### src/rtl/rom_region_reader.sv
`default_nettype none
// ============================================================================
// Module   : rom_region_reader
// Brief    : Reads a byte range of a ROM load region back out of SDRAM
//            (64-bit words, optional reorder_64 lane permutation) or out of a
//            BRAM chip-select region (bytes). Emits an in-order byte stream
//            with a valid/ready handshake.
// Options  : ROM_READER_PREFETCH_EN - two-entry word buffer; the next SDRAM
//            word is requested while the current one is still being emitted.
// Revision : 1.0 - initial release
// ============================================================================
module rom_region_reader #(
  parameter int BRAM_LATENCY = 1,
  parameter int LEN_W        = 25
) (
  input  logic             clk,
  input  logic             reset,
  input  logic             req,
  input  logic [30:0]      req_region,
  input  logic [24:0]      req_offset,
  input  logic [LEN_W-1:0] req_len,
  output logic             busy,
  output logic             done,
  output logic [24:0]      sdr_addr,
  output logic             sdr_req,
  input  logic             sdr_ack,
  input  logic [63:0]      sdr_data,
  output logic [4:0]       bram_cs,
  output logic [24:0]      bram_addr,
  output logic             bram_rd,
  input  logic [7:0]       bram_data,
  output logic [7:0]       out_data,
  output logic             out_valid,
  input  logic             out_ready,
  output logic             out_last
);

  typedef enum logic [2:0] {
    S_IDLE      = 3'd0,
    S_SDR_REQ   = 3'd1,
    S_SDR_EMIT  = 3'd2,
    S_BRAM_RD   = 3'd3,
    S_BRAM_WAIT = 3'd4,
    S_BRAM_EMIT = 3'd5,
    S_DONE      = 3'd6
  } state_t;

  localparam logic [1:0]       c_bram_lat = 2'(BRAM_LATENCY);
  localparam logic [LEN_W-1:0] c_len_one  = LEN_W'(1);

  // Loader stores source byte b of a word in lane {b[1:0],b[2]} when reorder_64.
  function automatic logic [7:0] pick_lane(input logic [63:0] word,
                                           input logic [2:0]  pos,
                                           input logic        reo);
    logic [2:0] lane;
    lane = reo ? {pos[1:0], pos[2]} : pos;
    return word[{lane, 3'b000} +: 8];
  endfunction

  // Control state
  state_t           state_q, state_d;
  logic [24:0]      addr_q, addr_d;
  logic [LEN_W-1:0] len_q, len_d;
  logic             reorder_q, reorder_d;
  logic [4:0]       cs_q, cs_d;
  logic [63:0]      word_q, word_d;
  logic [1:0]       lat_q, lat_d;
`ifdef ROM_READER_PREFETCH_EN
  logic [63:0]      nxt_word_q, nxt_word_d;
  logic             nxt_vld_q, nxt_vld_d;
  logic             w_pf_issue;
`endif

  // Registered outputs
  logic             busy_q, busy_d;
  logic             done_q, done_d;
  logic [24:0]      sdr_addr_q, sdr_addr_d;
  logic             sdr_req_q, sdr_req_d;
  logic [4:0]       bram_cs_q, bram_cs_d;
  logic [24:0]      bram_addr_q, bram_addr_d;
  logic             bram_rd_q, bram_rd_d;
  logic [7:0]       out_data_q, out_data_d;
  logic             out_valid_q, out_valid_d;
  logic             out_last_q, out_last_d;

  logic [24:0]      w_eff_addr;
  logic             w_hs;
  logic             w_cross;
  logic [3:0]       w_word_left;

  assign w_eff_addr  = req_region[30:6] + req_offset;
  assign w_hs        = out_valid_q & out_ready;
  // Handshake on byte 7 of a word with more bytes still to come.
  assign w_cross     = w_hs && (addr_q[2:0] == 3'd7) && (len_q != c_len_one);
  assign w_word_left = 4'd8 - {1'b0, addr_q[2:0]};

`ifdef ROM_READER_PREFETCH_EN
  // Fetch the following word only when the transfer actually reaches into it.
  assign w_pf_issue = (state_q == S_SDR_EMIT) && !sdr_req_q && !nxt_vld_q &&
                      !w_cross && (len_q > LEN_W'(w_word_left));
`endif

  // Next-state and next-output computation; outputs decode from next state.
  always_comb begin
    state_d     = state_q;
    addr_d      = addr_q;
    len_d       = len_q;
    reorder_d   = reorder_q;
    cs_d        = cs_q;
    word_d      = word_q;
    lat_d       = lat_q;
`ifdef ROM_READER_PREFETCH_EN
    nxt_word_d  = nxt_word_q;
    nxt_vld_d   = nxt_vld_q;
`endif
    sdr_addr_d  = sdr_addr_q;
    bram_addr_d = bram_addr_q;

    case (state_q)
      S_IDLE: begin
        if (req) begin
          addr_d    = w_eff_addr;
          len_d     = req_len;
          reorder_d = req_region[5];
          cs_d      = req_region[4:0];
`ifdef ROM_READER_PREFETCH_EN
          nxt_vld_d = 1'b0;
`endif
          if (req_len == '0) begin
            state_d = S_DONE;
          end else if (req_region[4:0] != 5'd0) begin
            state_d = S_BRAM_RD;
          end else begin
            state_d = S_SDR_REQ;
          end
        end
      end

      S_SDR_REQ: begin
        if (sdr_req_q && sdr_ack) begin
          word_d  = sdr_data;
          state_d = S_SDR_EMIT;
        end
      end

      S_SDR_EMIT: begin
`ifdef ROM_READER_PREFETCH_EN
        // A prefetched word parks in the second entry unless it is needed now.
        if (sdr_req_q && sdr_ack && !w_cross) begin
          nxt_word_d = sdr_data;
          nxt_vld_d  = 1'b1;
        end
`endif
        if (w_hs) begin
          addr_d = addr_q + 25'd1;
          len_d  = len_q - c_len_one;
          if (len_q == c_len_one) begin
            state_d = S_DONE;
          end else if (w_cross) begin
`ifdef ROM_READER_PREFETCH_EN
            if (nxt_vld_q) begin
              word_d    = nxt_word_q;
              nxt_vld_d = 1'b0;
            end else if (sdr_req_q && sdr_ack) begin
              word_d = sdr_data;
            end else begin
              state_d = S_SDR_REQ;
            end
`else
            state_d = S_SDR_REQ;
`endif
          end
        end
      end

      S_BRAM_RD: begin
        lat_d   = 2'd1;
        state_d = S_BRAM_WAIT;
      end

      S_BRAM_WAIT: begin
        if (lat_q == c_bram_lat) begin
          word_d  = {56'd0, bram_data};
          state_d = S_BRAM_EMIT;
        end else begin
          lat_d = lat_q + 2'd1;
        end
      end

      S_BRAM_EMIT: begin
        if (w_hs) begin
          addr_d  = addr_q + 25'd1;
          len_d   = len_q - c_len_one;
          state_d = (len_q == c_len_one) ? S_DONE : S_BRAM_RD;
        end
      end

      S_DONE: begin
        state_d = S_IDLE;
      end

      default: begin
        state_d = S_IDLE;
      end
    endcase

    busy_d = (state_d != S_IDLE) && (state_d != S_DONE);
    done_d = (state_d == S_DONE);

    // SDRAM request: held from entry into SDR_REQ until the ack.
    sdr_req_d = (state_d == S_SDR_REQ);
    if ((state_d == S_SDR_REQ) && !sdr_req_q) begin
      sdr_addr_d = {addr_d[24:3], 3'b000};
    end
`ifdef ROM_READER_PREFETCH_EN
    if (w_pf_issue) begin
      sdr_addr_d = {addr_q[24:3] + 22'd1, 3'b000};
    end
    sdr_req_d = sdr_req_d | w_pf_issue |
                ((state_q == S_SDR_EMIT) && (state_d == S_SDR_EMIT) &&
                 sdr_req_q && !sdr_ack);
`endif

    // BRAM strobe lasts the single BRAM_RD cycle; cs held for the whole access.
    bram_rd_d = (state_d == S_BRAM_RD);
    if (state_d == S_BRAM_RD) begin
      bram_addr_d = addr_d;
    end
    bram_cs_d = ((state_d == S_BRAM_RD) || (state_d == S_BRAM_WAIT) ||
                 (state_d == S_BRAM_EMIT)) ? cs_d : 5'd0;

    // Stream byte; without a handshake every input to this is unchanged.
    out_valid_d = (state_d == S_SDR_EMIT) || (state_d == S_BRAM_EMIT);
    if (state_d == S_SDR_EMIT) begin
      out_data_d = pick_lane(word_d, addr_d[2:0], reorder_d);
    end else if (state_d == S_BRAM_EMIT) begin
      out_data_d = word_d[7:0];
    end else begin
      out_data_d = 8'd0;
    end
    out_last_d = out_valid_d && (len_d == c_len_one);
  end

  // State and output registers with synchronous reset.
  always_ff @(posedge clk) begin
    if (reset) begin
      state_q     <= S_IDLE;
      addr_q      <= '0;
      len_q       <= '0;
      reorder_q   <= 1'b0;
      cs_q        <= '0;
      word_q      <= '0;
      lat_q       <= '0;
`ifdef ROM_READER_PREFETCH_EN
      nxt_word_q  <= '0;
      nxt_vld_q   <= 1'b0;
`endif
      busy_q      <= 1'b0;
      done_q      <= 1'b0;
      sdr_addr_q  <= '0;
      sdr_req_q   <= 1'b0;
      bram_cs_q   <= '0;
      bram_addr_q <= '0;
      bram_rd_q   <= 1'b0;
      out_data_q  <= '0;
      out_valid_q <= 1'b0;
      out_last_q  <= 1'b0;
    end else begin
      state_q     <= state_d;
      addr_q      <= addr_d;
      len_q       <= len_d;
      reorder_q   <= reorder_d;
      cs_q        <= cs_d;
      word_q      <= word_d;
      lat_q       <= lat_d;
`ifdef ROM_READER_PREFETCH_EN
      nxt_word_q  <= nxt_word_d;
      nxt_vld_q   <= nxt_vld_d;
`endif
      busy_q      <= busy_d;
      done_q      <= done_d;
      sdr_addr_q  <= sdr_addr_d;
      sdr_req_q   <= sdr_req_d;
      bram_cs_q   <= bram_cs_d;
      bram_addr_q <= bram_addr_d;
      bram_rd_q   <= bram_rd_d;
      out_data_q  <= out_data_d;
      out_valid_q <= out_valid_d;
      out_last_q  <= out_last_d;
    end
  end

  assign busy      = busy_q;
  assign done      = done_q;
  assign sdr_addr  = sdr_addr_q;
  assign sdr_req   = sdr_req_q;
  assign bram_cs   = bram_cs_q;
  assign bram_addr = bram_addr_q;
  assign bram_rd   = bram_rd_q;
  assign out_data  = out_data_q;
  assign out_valid = out_valid_q;
  assign out_last  = out_last_q;

endmodule
`default_nettype wire

### config.mk
export PLATFORM = sky130hd
export DESIGN_NAME = rom_region_reader
export DESIGN_NICKNAME = d
export VERILOG_FILES = /design/src/rtl/rom_region_reader.sv
export SDC_FILE = /design/constraint.sdc
export NUM_CORES = 1
export LEC_CHECK = 0
export BUFFER_PORTS_ARGS = -buffer_cell sky130_fd_sc_hd__buf_2
export CAP_MARGIN = 15
export CORE_MARGIN = 1
export CORE_UTILIZATION = 35
export DETAILED_ROUTE_END_ITERATION = 8
export SYNTH_ARGS = -nofsm -noshare
export SYNTH_HDL_FRONTEND = slang
export SYNTH_SLANG_ARGS = --single-unit
### constraint.sdc
create_clock -name clk -period 6.8 [get_ports clk]
set_clock_uncertainty 0.05 [all_clocks]
set_input_delay 1.36 -clock clk [delete_from_list [all_inputs] [get_ports clk]]
set_output_delay 1.36 -clock clk [all_outputs]
set_load 0.05 [all_outputs]
==> flow_summary.json <==
{
  "finalCriticalPeriod_ns": 4.219,
  "cts_buffer_depth": 2,
  "cp.arrival_ns": 4.46,
  "p_comb_share_pct": 33.2,
  "grt_max_degree": 84,
  "power_switching_mw": 1.376,
  "overflow": 0,
  "synth_flop_cell": "dfxtp_1",
  "slew_viol_final": 0,
  "post_drt_wl_per_cell_um": 17.10,
  "nets": 1683,
  "cts_resized": 0,
  "power_mw": 3.497,
  "outcome": "finished, final reports clean",
  "finalSetupTns_ns": 0,
  "finalCritPeriodShare_pct": 62.04,
  "cts_setup_buffers": 0,
  "die_area_um2": 30830,
  "hold_viol": 0,
  "holdCritPathClass": "register to register",
  "critPathMaxFanout": 41,
  "setup_viol": 0,
  "die_h_um": 175.6,
  "cts_sinks": 191,
  "grt_antenna_before_repair": 0,
  "numCtsBuffers": 17,
  "io_pins": 227,
  "whs_ns": 0.4185,
  "leakage_nw": 5.317,
  "placedInstanceArea_um2": 11820,
  "grt_pass1_vias": 9679,
  "synthMuxAreaShare_pct": 3.120,
  "cts_root_buf": "clkbuf_16",
  "area_growth_pct": 17.85,
  "diodes": 0,
  "async_reset_ff_share_pct": 0,
  "tightest_slew_ns": 1.103,
  "drtPass1Iterations": 5,
  "synthesis.area_um2": 10550,
  "startpoint": "state_q[2]",
  "cp-endpoint": "sdr_addr[24]",
  "cts_tree": "done",
  "crit_path_end_kind": "register",
  "synth_edf_count": 0,
  "synth_compound_area_share_pct": 24.38,
  "port_buffers": 223,
  "cellInternalPower_mw": 2.121,
  "power_frac_seq_pct": 38.1,
  "cap_violations": 0,
  "postCtsHoldBufs": 0,
  "clk_latency_ns": 0.44,
  "synth_top_family_by_area": "simple AND/OR/NAND/NOR gates",
  "ys_ff_latch": 191,
  "r2r-start": "state_q[2]",
  "finalInstanceArea_um2": 12430,
  "start_util_pct": 35.58,
  "pwr_density_cell_nw_per_um2": 281.3,
  "grt_setup_unrepaired": "false",
  "gr-usage-all-layers_pct": 20.70,
  "core_area_um2": 29640,
  "synthAdderAreaFrac_pct": 3.630,
  "finalWirelength_mm": 32.45,
  "vias": 10480,
  "dp_hpwl_mm": 23.69,
  "path_clk_slew_ns": 0.08,
  "synthCells": 1336,
  "required_ns": 7.04,
  "synth_warnings": 0,
  "viasPerCell": 5.520,
  "rows": 63,
  "drive_above_1_share_pct": 19.83,
  "swShare_pct": 39.35,
  "reg2reg_to": "sdr_addr[24]",
  "yosys.cell_types.count": 86,
  "clockPowerShare_pct": 28.7,
  "r2r_slack_ns": 2.58,
  "fmax_mhz": 237.0,
  "drt_first_iter_violations": 781,
  "drc": 0,
  "grt_pass1_wl_mm": 51.14,
  "num-fill-cells": 3085,
  "startpoint_type": "register",
  "fp.dieW_um": 175.6,
  "htreeDepth": 4,
  "yosysSeqAreaShare_pct": 36.26,
  "ir_worst_vdd_mv": 0.1249,
  "synth_xor_area_share_pct": 1.495,
  "slew_headroom_pct": 26.31,
  "syn-mean-instance-area_um2": 7.894,
  "ant_nets": 0,
  "path_class": "register to register",
  "gp_congestion": 0.8706,
  "ff2ff_path_depth": 8,
  "synthSimpleGateAreaFrac_pct": 26.63
}
critical path: stages, from the launching register on:
cell,delay [ns]
dfxtp_1,0.87
nor3_2,0.24
nand2_2,0.60
nor3_1,0.19
a221oi_1,0.75
nand3b_1,0.26
nor2_4,0.78
mux2i_1,0.27
nor2_1,0.05
power by group through the flow:
stage	Clock (mW)	Sequential (mW)	Combinational (mW)
global route	1.07	1.35	1.26
CTS	1.03	1.33	1.15
finish	1.00	1.33	1.16
floorplan	0	1.54	0.658
detailed placement	0	1.36	1.14
global placement	0	1.36	1.13
flip-flops by register name (all words and copies together), names as in the netlist:
signal and count:
busy 1, word_q 64, len_q 25, out_last 1, reorder_q 1, sdr_req 1
out_data 8, cs_q 5, bram_cs 5, state_q 3, done 1, bram_addr 25
bram_rd 1, addr_q 25, sdr_addr 22, lat_q 2, out_valid 1
logic make-up (layout without fill, tap and decap cells):
| group | count (synthesis) | count (layout) |
|---|---|---|
| other | 1 | 3 |
| XOR/XNOR | 18 | 18 |
| AO/OA/AOI/OAI | 391 | 391 |
| multiplexers | 30 | 30 |
| buffers and inverters | 107 | 277 |
| AND/OR/NAND/NOR | 568 | 568 |
| adder cells (fa/ha/maj) | 30 | 30 |
| flip-flops | 191 | 191 |
layout make-up:
cell class	count	area [µm²]	area share (%)
flip-flops and latches	191	3824	30.76
repair buffers	232	1206	9.704
inverters	13	48.80	0.3926
clock inverters	15	153.9	1.238
well taps	390	488.0	3.926
clock buffers	17	425.4	3.423
multi-input cells	1040	6284	50.55
worst min-delay path by stage:
stage | startpoint | endpoint | slack, ns | cells after the start
after floorplan | word_q[0] | word_q[0] | 0.39 | 2
after global placement | word_q[0] | word_q[0] | 0.40 | 2
after detailed placement | word_q[4] | word_q[4] | 0.41 | 2
after CTS | word_q[4] | word_q[4] | 0.42 | 2
after global routing | word_q[11] | word_q[11] | 0.45 | 2
final | word_q[4] | word_q[4] | 0.42 | 2
stage by stage:
step / std cells / worst slack [ns] / utilization [%]
4_1_cts: 1897 / 2.382 / 41.84
3_3_place_gp: 1865 / 2.108 / 39.89
3_5_place_dp: 1865 / 1.912 / 39.89
2_1_floorplan: 1338 / 3.017 / -
5_1_grt: 1898 / 2.281 / 41.94
6_report: 1898 / 2.581 / 41.94
cells in the mapped netlist (7+ instances only):
cell,number,area [µm²]
dfxtp_1,191,3824
nor2_1,187,701.9
nand2_1,132,495.5
a21oi_1,123,615.6
clkbuf_1,59,221.5
a211oi_1,57,427.9
o21ai_0,57,285.3
nand3_1,56,280.3
and3_1,48,300.3
ha_1,29,362.9
mux2i_1,27,270.3
nor3_1,27,135.1
nor4_1,24,150.1
o211ai_1,19,142.6
a31oi_1,17,106.4
nor2b_1,16,100.1
buf_2,15,75.07
nand4_1,15,93.84
a221oi_1,13,113.9
inv_1,13,48.80
a21o_1,12,90.09
o31ai_1,10,75.07
xnor2_1,10,87.58
buf_1,9,33.78
buf_4,9,67.56
o21a_1,8,60.06
xor2_1,8,70.07
o22ai_1,7,43.79
or3_1,7,43.79
layout by cell type, fill, tap and decap left out, types with 6 or more instances in the layout:
master	n
a211oi_1	57
a21o_1	12
a21oi_1	123
a221o_1	6
a221oi_1	13
a22o_1	6
a31oi_1	17
and2_1	6
and3_1	48
buf_2	222
buf_4	9
clkbuf_16	17
dfxtp_1	191
ha_1	29
inv_1	13
mux2i_1	27
nand2_1	132
nand2b_1	6
nand3_1	56
nand3b_1	6
nand4_1	15
nor2_1	186
nor2b_1	16
nor3_1	26
nor4_1	24
o211ai_1	19
o21a_1	8
o21ai_0	57
o21bai_1	6
o22ai_1	7
o31ai_1	9
or3_1	7
xnor2_1	10
xor2_1	8
metal layers:
layer	vias to the layer above	track usage, %	share of wire [%]
met5	-	0	0
met4	0	5.036	1.2
met3	27	2.316	5.0
met2	321	34.04	46
met1	4904	28.77	48
li1	5225	-	-
(Power assumes the default switching activity.)
